File: config.mk
export PLATFORM = sky130hd
export DESIGN_NAME = alu_exec
export DESIGN_NICKNAME = d
export VERILOG_FILES = /design/src/rtl/alu_exec.sv
export SDC_FILE = /design/constraint.sdc
export NUM_CORES = 1
export LEC_CHECK = 0
export CAP_MARGIN = 0
export CELL_PAD_IN_SITES_DETAIL_PLACEMENT = 1
export CELL_PAD_IN_SITES_GLOBAL_PLACEMENT = 2
export CORE_MARGIN = 2
export CORE_UTILIZATION = 32
export CTS_CLUSTER_SIZE = 10
export DETAILED_ROUTE_END_ITERATION = 10
export PLACE_DENSITY = 0.8
export SYNTH_ARGS = -nofsm -noshare
export SYNTH_HDL_FRONTEND = slang
export SYNTH_SLANG_ARGS = --single-unit
File: constraint.sdc
create_clock -name clk -period 5 [get_ports clk]
set_input_delay 1 -clock clk [delete_from_list [all_inputs] [get_ports clk]]
set_output_delay 1 -clock clk [all_outputs]
set_load 0.01 [all_outputs]
File: src/rtl/alu_exec.sv
// alu_exec: execute-stage ALU with a valid/ready handshake.
// Single-cycle logical/LUI/arithmetic ops; shifts step one bit per cycle
// through the result register to keep the critical path short.
module alu_exec #(
  parameter int WIDTH = 32
) (
  input  logic             clk,
  input  logic             rst,
  input  logic             in_valid,
  output logic             in_ready,
  input  logic [3:0]       ALU_control,
  input  logic             shift_dir,
  input  logic             shift_ari,
  input  logic             do_unsigned,
  input  logic [WIDTH-1:0] src_a,
  input  logic [WIDTH-1:0] src_b,
  input  logic [4:0]       shamt,
  output logic             out_valid,
  input  logic             out_ready,
  output logic [WIDTH-1:0] result,
  output logic             overflow,
  output logic             zero,
  output logic             illegal
);

  typedef enum logic [1:0] {S_IDLE, S_SHIFT, S_DONE} state_t;

  localparam logic [3:0] OP_NOP = 4'd0, OP_AND = 4'd1, OP_OR  = 4'd2,
                         OP_XOR = 4'd3, OP_NOR = 4'd4, OP_LUI = 4'd5,
                         OP_SH  = 4'd6, OP_ADD = 4'd7, OP_SUB = 4'd8,
                         OP_SLT = 4'd9;

  state_t           r_state;
  logic [WIDTH-1:0] r_result;
  logic [4:0]       r_cnt;
  logic             r_dir;
  logic             r_ari;
  logic             r_out_valid;
  logic             r_overflow;
  logic             r_zero;
  logic             r_illegal;

  logic [WIDTH-1:0] w_sum;
  logic [WIDTH-1:0] w_diff;
  logic             w_lt;
  logic [WIDTH-1:0] w_res;
  logic             w_ov;
  logic             w_ill;
  logic [WIDTH-1:0] w_shift;

  assign w_sum  = src_a + src_b;
  assign w_diff = src_a - src_b;
  assign w_lt   = do_unsigned ? (src_a < src_b) : ($signed(src_a) < $signed(src_b));

  // One-bit step of the serial shifter; right shifts fill with MSB only when arithmetic.
  assign w_shift = r_dir ? {r_ari & r_result[WIDTH-1], r_result[WIDTH-1:1]}
                         : {r_result[WIDTH-2:0], 1'b0};

  // Single-cycle result and flags for the command presented at the input.
  always_comb begin
    w_res = '0;
    w_ov  = 1'b0;
    w_ill = 1'b0;
    case (ALU_control)
      OP_NOP: w_res = '0;
      OP_AND: w_res = src_a & src_b;
      OP_OR:  w_res = src_a | src_b;
      OP_XOR: w_res = src_a ^ src_b;
      OP_NOR: w_res = ~(src_a | src_b);
      OP_LUI: w_res = {src_b[15:0], {(WIDTH-16){1'b0}}};
      OP_SH:  w_res = src_b;
      OP_ADD: begin
        w_res = w_sum;
        w_ov  = !do_unsigned && (src_a[WIDTH-1] == src_b[WIDTH-1]) &&
                (w_sum[WIDTH-1] != src_a[WIDTH-1]);
      end
      OP_SUB: begin
        w_res = w_diff;
        w_ov  = !do_unsigned && (src_a[WIDTH-1] != src_b[WIDTH-1]) &&
                (w_diff[WIDTH-1] != src_a[WIDTH-1]);
      end
      OP_SLT: w_res = {{(WIDTH-1){1'b0}}, w_lt};
      default: w_ill = 1'b1;
    endcase
  end

  // Control FSM with registered result, flags and handshake outputs.
  always_ff @(posedge clk) begin
    if (rst) begin
      r_state     <= S_IDLE;
      r_result    <= '0;
      r_cnt       <= '0;
      r_dir       <= 1'b0;
      r_ari       <= 1'b0;
      r_out_valid <= 1'b0;
      r_overflow  <= 1'b0;
      r_zero      <= 1'b0;
      r_illegal   <= 1'b0;
    end else begin
      case (r_state)
        S_IDLE: if (in_valid) begin
          r_result   <= w_res;
          r_zero     <= (w_res == '0);
          r_overflow <= w_ov;
          r_illegal  <= w_ill;
          r_dir      <= shift_dir;
          r_ari      <= shift_ari;
          if (ALU_control == OP_SH && shamt != 5'd0) begin
            r_cnt   <= shamt;
            r_state <= S_SHIFT;
          end else begin
            r_out_valid <= 1'b1;
            r_state     <= S_DONE;
          end
        end
        S_SHIFT: begin
          r_result <= w_shift;
          r_zero   <= (w_shift == '0);
          r_cnt    <= r_cnt - 5'd1;
          if (r_cnt == 5'd1) begin
            r_out_valid <= 1'b1;
            r_state     <= S_DONE;
          end
        end
        S_DONE: if (out_ready) begin
          r_out_valid <= 1'b0;
          r_state     <= S_IDLE;
        end
        default: r_state <= S_IDLE;
      endcase
    end
  end

  assign in_ready  = (r_state == S_IDLE);
  assign out_valid = r_out_valid;
  assign result    = r_result;
  assign overflow  = r_overflow;
  assign zero      = r_zero;
  assign illegal   = r_illegal;

endmodule

# Word level (Yosys, flattened, before mapping)
# Cells that the tools add are included.
op_classes:
  addsub: 3
  magnitude_cmp: 2
  eq_ne: 21
  n_mux: 22
  bitwise_logic: 5
  n_reduce_logical: 19
op_table:
  columns: ["cell", "count"]
  rows:
  - ["32-bit one-hot mux with 9 select lines", 1]
  - ["32-bit zero test", 2]
  - ["32-bit < comparator", 2]
  - ["32-bit 2-to-1 mux", 2]
  - ["32-bit one-hot mux with 2 select lines", 1]
  - ["32-bit adder", 1]
  - ["32-bit AND", 1]
  - ["32-bit inverter", 1]
  - ["32-bit bitwise OR", 1]
  - ["32-bit subtractor", 1]
  - ["32-bit XOR", 1]
  - ["4-bit by 3-bit equality test with 1-bit output, second input constant", 4]
  - ["5-bit 2-to-1 mux", 2]
  - ["5-bit one-hot mux with 2 select lines", 1]
  - ["10-bit OR reduction", 1]
  - ["4-bit by 2-bit equality test with 1-bit output, second input constant", 2]
  - ["4-bit equality test, second input constant", 2]
  - ["2-bit 2-to-1 mux", 4]
  - ["2-bit inequality test, second input constant", 4]
  - ["1-bit 2-to-1 mux", 7]
  - ["2-bit one-hot mux with 3 select lines", 1]
  - ["3-bit AND reduction", 2]
  - ["5-bit by 1-bit equality test with 1-bit output, second input constant", 1]
  - ["1-bit logical AND", 5]
  - ["18 further kinds", 22]
totals:
  reg_bits: 45
  in_bits: 80
  output_inout_bits: 37

# Logic depth before layout (Yosys ltp)
depth:
  depth_word: 6
  ltp_mapped: 15
  depth_no_buf: 15

# Worst setup path after synthesis
# Ideal clock, no wire load.
synth_path:
  path_kind: "input port to flip-flop"
  from: "input port src_b[4]"
  to: "register r_zero, in the netlist zero"
  setup_time_ns: 0.088
  arrival_time_ns: 4.401
  path_slack_ns: 0.511
  stages: 14
  path_cell_list: "inv_1 ha_1 buf_2 nor2b_1 or4_1 o211ai_1 o311a_1 o31ai_4 a2111o_1 a21oi_1 mux2_1 a311o_1 or4_1 o32ai_2"
synth_via:
  elab_chain_len: 6
  word_cells_on_any_way: 13
synth_rtl:
  columns: ["element", "line", "text"]
  rows:
  - ["start: declaration", "16", "input logic [WIDTH-1:0] src_b,"]
  - ["32-bit < comparator / 32-bit bitwise OR (equally long branches)", "53, 67, 69", null]
  - ["1-bit 2-to-1 mux / 32-bit inverter (equally long branches)", "53, 69", null]
  - ["32-bit one-hot mux with 9 select lines (*)", "64", "case (ALU_control)"]
  - ["32-bit zero test (*)", "103", "r_zero <= (w_res == '0);"]
  - ["1-bit 2-to-1 mux (*)", "101", "S_IDLE: if (in_valid) begin"]
  - ["1-bit one-hot mux with 2 select lines (*)", "100", "case (r_state)"]
  - ["end signal: assignment", "103", null]
  - ["end signal: assignment", "118", "r_zero <= (w_shift == '0);"]
  - ["end: declaration", "40", "logic r_zero;"]
# Every way passes the cells marked *; elsewhere a longest branch is shown, timed or not. The select of a mux whose other input is x is not followed.
# A chain may end at the register's enable or synchronous reset.

# Worst setup path in the final report
layout_path:
  from: "input port src_a[0]"
  to: "register r_zero, in the netlist zero"
layout_via:
  elab_chain_len: 6
  word_cells_on_any_way: 13
layout_rtl:
  columns: ["element", "line", "text"]
  rows:
  - ["start: declaration", "15", "input logic [WIDTH-1:0] src_a,"]
  - ["32-bit < comparator / 32-bit bitwise OR (equally long branches)", "53, 67, 69", null]
  - ["1-bit 2-to-1 mux / 32-bit inverter (equally long branches)", "53, 69", null]
  - ["32-bit one-hot mux with 9 select lines (*)", "64", null]
  - ["32-bit zero test (*)", "103", null]
  - ["1-bit 2-to-1 mux (*)", "101", null]
  - ["1-bit one-hot mux with 2 select lines (*)", "100", null]
# Marked as above.

==> flow_summary.toml <==
[worst_setup_path]
r2r_end = "zero$_SDFFE_PP0P_"
cp_max_fo = 3
r2r_slack_ps = 1280
critPathCaptureType = "register"
cp-startpoint = "src_a[0]"
crit_required_ps = 5210
r2r_start = "r_state[1]$_SDFFE_PP0P_"
arrival_ps = 5080
r2r_cells = 12
endpoint = "zero$_SDFFE_PP0P_"
path_cells = "clkdlybuf4s50_1, inv_1, ha_1, inv_1, fa_1, nor2b_2, o21ai_1, a31oi_4, or3_1, buf_4, a21oi_1, nor2_1, nand4b_1, nor4_2, buf_4, nand4b_1, or4_4, o32ai_2"
critPathKind = "in2reg"
max_stage_delay_ps = 560
startpoint_type = "primary input"
crit_slowest_cell = "or4_4"

[sta]
setup_ws_ps = 135.1
setup_viol = 0
max_freq_ghz = 0.2056
fin_worst_skew_ps = 7.499
fin_crit_ps = 4865
period_share_pct = 97.30
final-hold-violation-count = 0
worst_pin_slew_ps = 1041
slew_headroom_pct = 30.60
drv_slew = 0

[placement]
post-place-ws_ps = -473.2
routabilityCongestion = 1.029
io_buffers = 116
dpl-instance-area_mm2 = 0.01163
dpl.hpwl_mm = 36.67

[layout]
layout-drive-gt1-share_pct = 20.73
fin_area_mm2 = 0.01194
nNetsFinal = 1692
antennaDiodeCount = 0
multiInputGateArea_mm2 = 0.007037
syn2layout_area_growth_pct = 40.61
fillers = 3330
final_core_util_pct = 45.80
regArea_um2 = 902.1

[yosys]
synth-simple-area-share_pct = 22.30
synth_fp_nets = 1409
synth_top_area_share_pct = 14.89
synth-compound-area-share_pct = 36.04
synth_top_family_by_area = "compound AO/OA/AOI/OAI gates"
yosysWarnings = 0
synth-async-reset-ratio_pct = 0
ys_seq_area_share_pct = 10.61
netlist_top_cells_area = "ha_1 15%, dfxtp_1 11%, nor2_1 6.9%"
syn-instance-count = 1226
muxShareOfSynthArea_pct = 6.324
synth_edf_count = 0
synth_seq_cells = 45
yosysTopAreaCell = "ha_1"
synth_cell_types = 84
synth_ff_type = "dfxtp_1"
synth.cell_area_mm2 = 0.008488
yosys.area_share.adder_pct = 15.36
synthXorXnorAreaFrac_pct = 0.7223
syn_avg_cell_area_um2 = 6.923

[floorplan]
fp.dieW_um = 166.9
die_area_mm2 = 0.02784
rows = 59
initial_core_util_pct = 32.57
die_height_um = 166.9
core_mm2 = 0.02606
pin_count = 117

[clock_network]
cts_tree = "built"
h-tree-depth = 2
clk_pin_slew_ps = 70
cts-buffers-inserted = 5
cts-root-buf = "clkbuf_16"
cts.sinks = 45
cts.path.max_buffers = 2
holdBufCountCts = 0
clock_latency_ps = 290

[pwr]
p_per_area_mw_per_mm2 = 177.3
peakVddDrop_uv = 133.2
leakagePower_uw = 0.005127

[route]
via_count = 11080
antenna_left = 0
drt_pre_antenna_iters = 7
viasPerCell = 6.005
drtIter0Drc = 749
wl_per_cell_um = 24.30
wirelength_mm = 44.83
drcViolationCount = 0

[global_route]
track_usage_pct = 31.19
overflow = 0
antenna_found_initial = 0
grt_pass1_wl_mm = 68.19
grt_pass1_vias = 11176
grt_max_degree = 46

[hold_path]
holdCritPathClass = "reg2reg"

[run]
cap_violations = 0

[run_status]
status = "finished clean"
-- state kept, by name (all words and copies together), names as in the netlist --
name       flops
r_ari          1
r_dir          1
r_cnt          5
r_state        2
out_valid      1
zero           1
overflow       1
illegal        1
result        32
-- cells in the final DEF, fill, tap and decap left out, types with 29 or more instances in the layout --
| master | instances |
|---|---|
| nor3_1 | 29 |
| dfxtp_1 | 44 |
| mux2i_1 | 48 |
| a22oi_1 | 30 |
| a21oi_1 | 108 |
| inv_1 | 99 |
| o21ai_0 | 59 |
| nand2_1 | 78 |
| clkdlybuf4s50_1 | 114 |
| a221oi_1 | 33 |
| nor2_1 | 155 |
| ha_1 | 98 |
| buf_4 | 246 |
-- cell usage after synthesis (30+ instances only) --
cell type,n
a22oi_1,30
ha_1,101
mux2i_1,48
dfxtp_1,45
inv_1,99
a221oi_1,33
nor2_1,157
a21oi_1,111
o21ai_0,62
nand2_1,78
nor3_1,30
clkbuf_1,66
-- critical path, delay by kind of cell --
| kind | cells | cell delay [ps] |
|---|---|---|
| fa+ha+maj | 2 | 590 |
| compound gates | 4 | 750 |
| buf+inv | 5 | 930 |
| simple gates | 7 | 1790 |
-- worst min-delay path by stage --
| stage | start | to | slack [ps] | cells past startpoint |
|---|---|---|---|---|
| final | r_ari$_SDFFE_PP0P_ | r_ari$_SDFFE_PP0P_ | 460 | 2 |
| after global routing | r_ari$_SDFFE_PP0P_ | r_ari$_SDFFE_PP0P_ | 490 | 2 |
| after CTS | r_ari$_SDFFE_PP0P_ | r_ari$_SDFFE_PP0P_ | 460 | 2 |
| after detailed placement | r_ari$_SDFFE_PP0P_ | r_ari$_SDFFE_PP0P_ | 450 | 2 |
| after global placement | overflow$_SDFFE_PP0P_ | overflow$_SDFFE_PP0P_ | 440 | 2 |
| after floorplan | r_ari$_SDFFE_PP0P_ | r_ari$_SDFFE_PP0P_ | 440 | 2 |
-- repair_timing --
action,4_1_cts,5_1_grt
setup buffers,0,1
hold endpoints to repair,0,0
pin swaps,0,7
setup endpoints to repair,1,3
gates resized for setup,5,28
-- power by group --
part / internal, uW / total [uW] / switching, uW
combinational: 595 / 1330 / 739
sequential: 386 / 428 / 42.1
clock: 199 / 355 / 155
-- metal layers --
metal  vias up  GRT usage [%]  wire length, um  share of wire [%]
met2       397          52.96            21030                 47
met5         -              0                0                  0
met1      5491          41.96            19740                 44
met3        88          2.376             2363                5.3
met4         0          9.820             1697                3.8
li1       5104              -                -                  -
-- metrics by stage --
stage / std cells / power (uW) / hold slack (ps) / setup TNS (ps)
2_1_floorplan: 1226 / 1055 / 436.6 / 0
3_3_place_gp: 1836 / 1702 / 444.5 / -417.2
3_5_place_dp: 1836 / 1718 / 450.7 / -916.8
4_1_cts: 1844 / 2080 / 461.8 / 0
5_1_grt: 1845 / 2236 / 490.0 / -21.27
6_report: 1845 / 2116 / 463.4 / 0
-- kinds of logic (layout without fill, tap and decap cells) --
group,Yosys count,in the layout
XOR/XNOR,7,7
multiplexers,53,53
AND/OR/NAND/NOR,400,400
adder cells (fa/ha/maj),103,103
buffers and inverters,188,472
AO/OA/AOI/OAI,430,430
flip-flops,45,45
-- cell type report --
cell class / count / area share [%]
Clock buffer: 6 / 1.164
Clock inverter: 2 / 0.1153
Inverter: 100 / 3.145
Multi-Input combinational cell: 993 / 58.96
Sequential cell: 45 / 7.558
Tap cell: 335 / 3.512
Timing Repair Buffer: 364 / 25.55
Power figures use the tool's default switching activity.
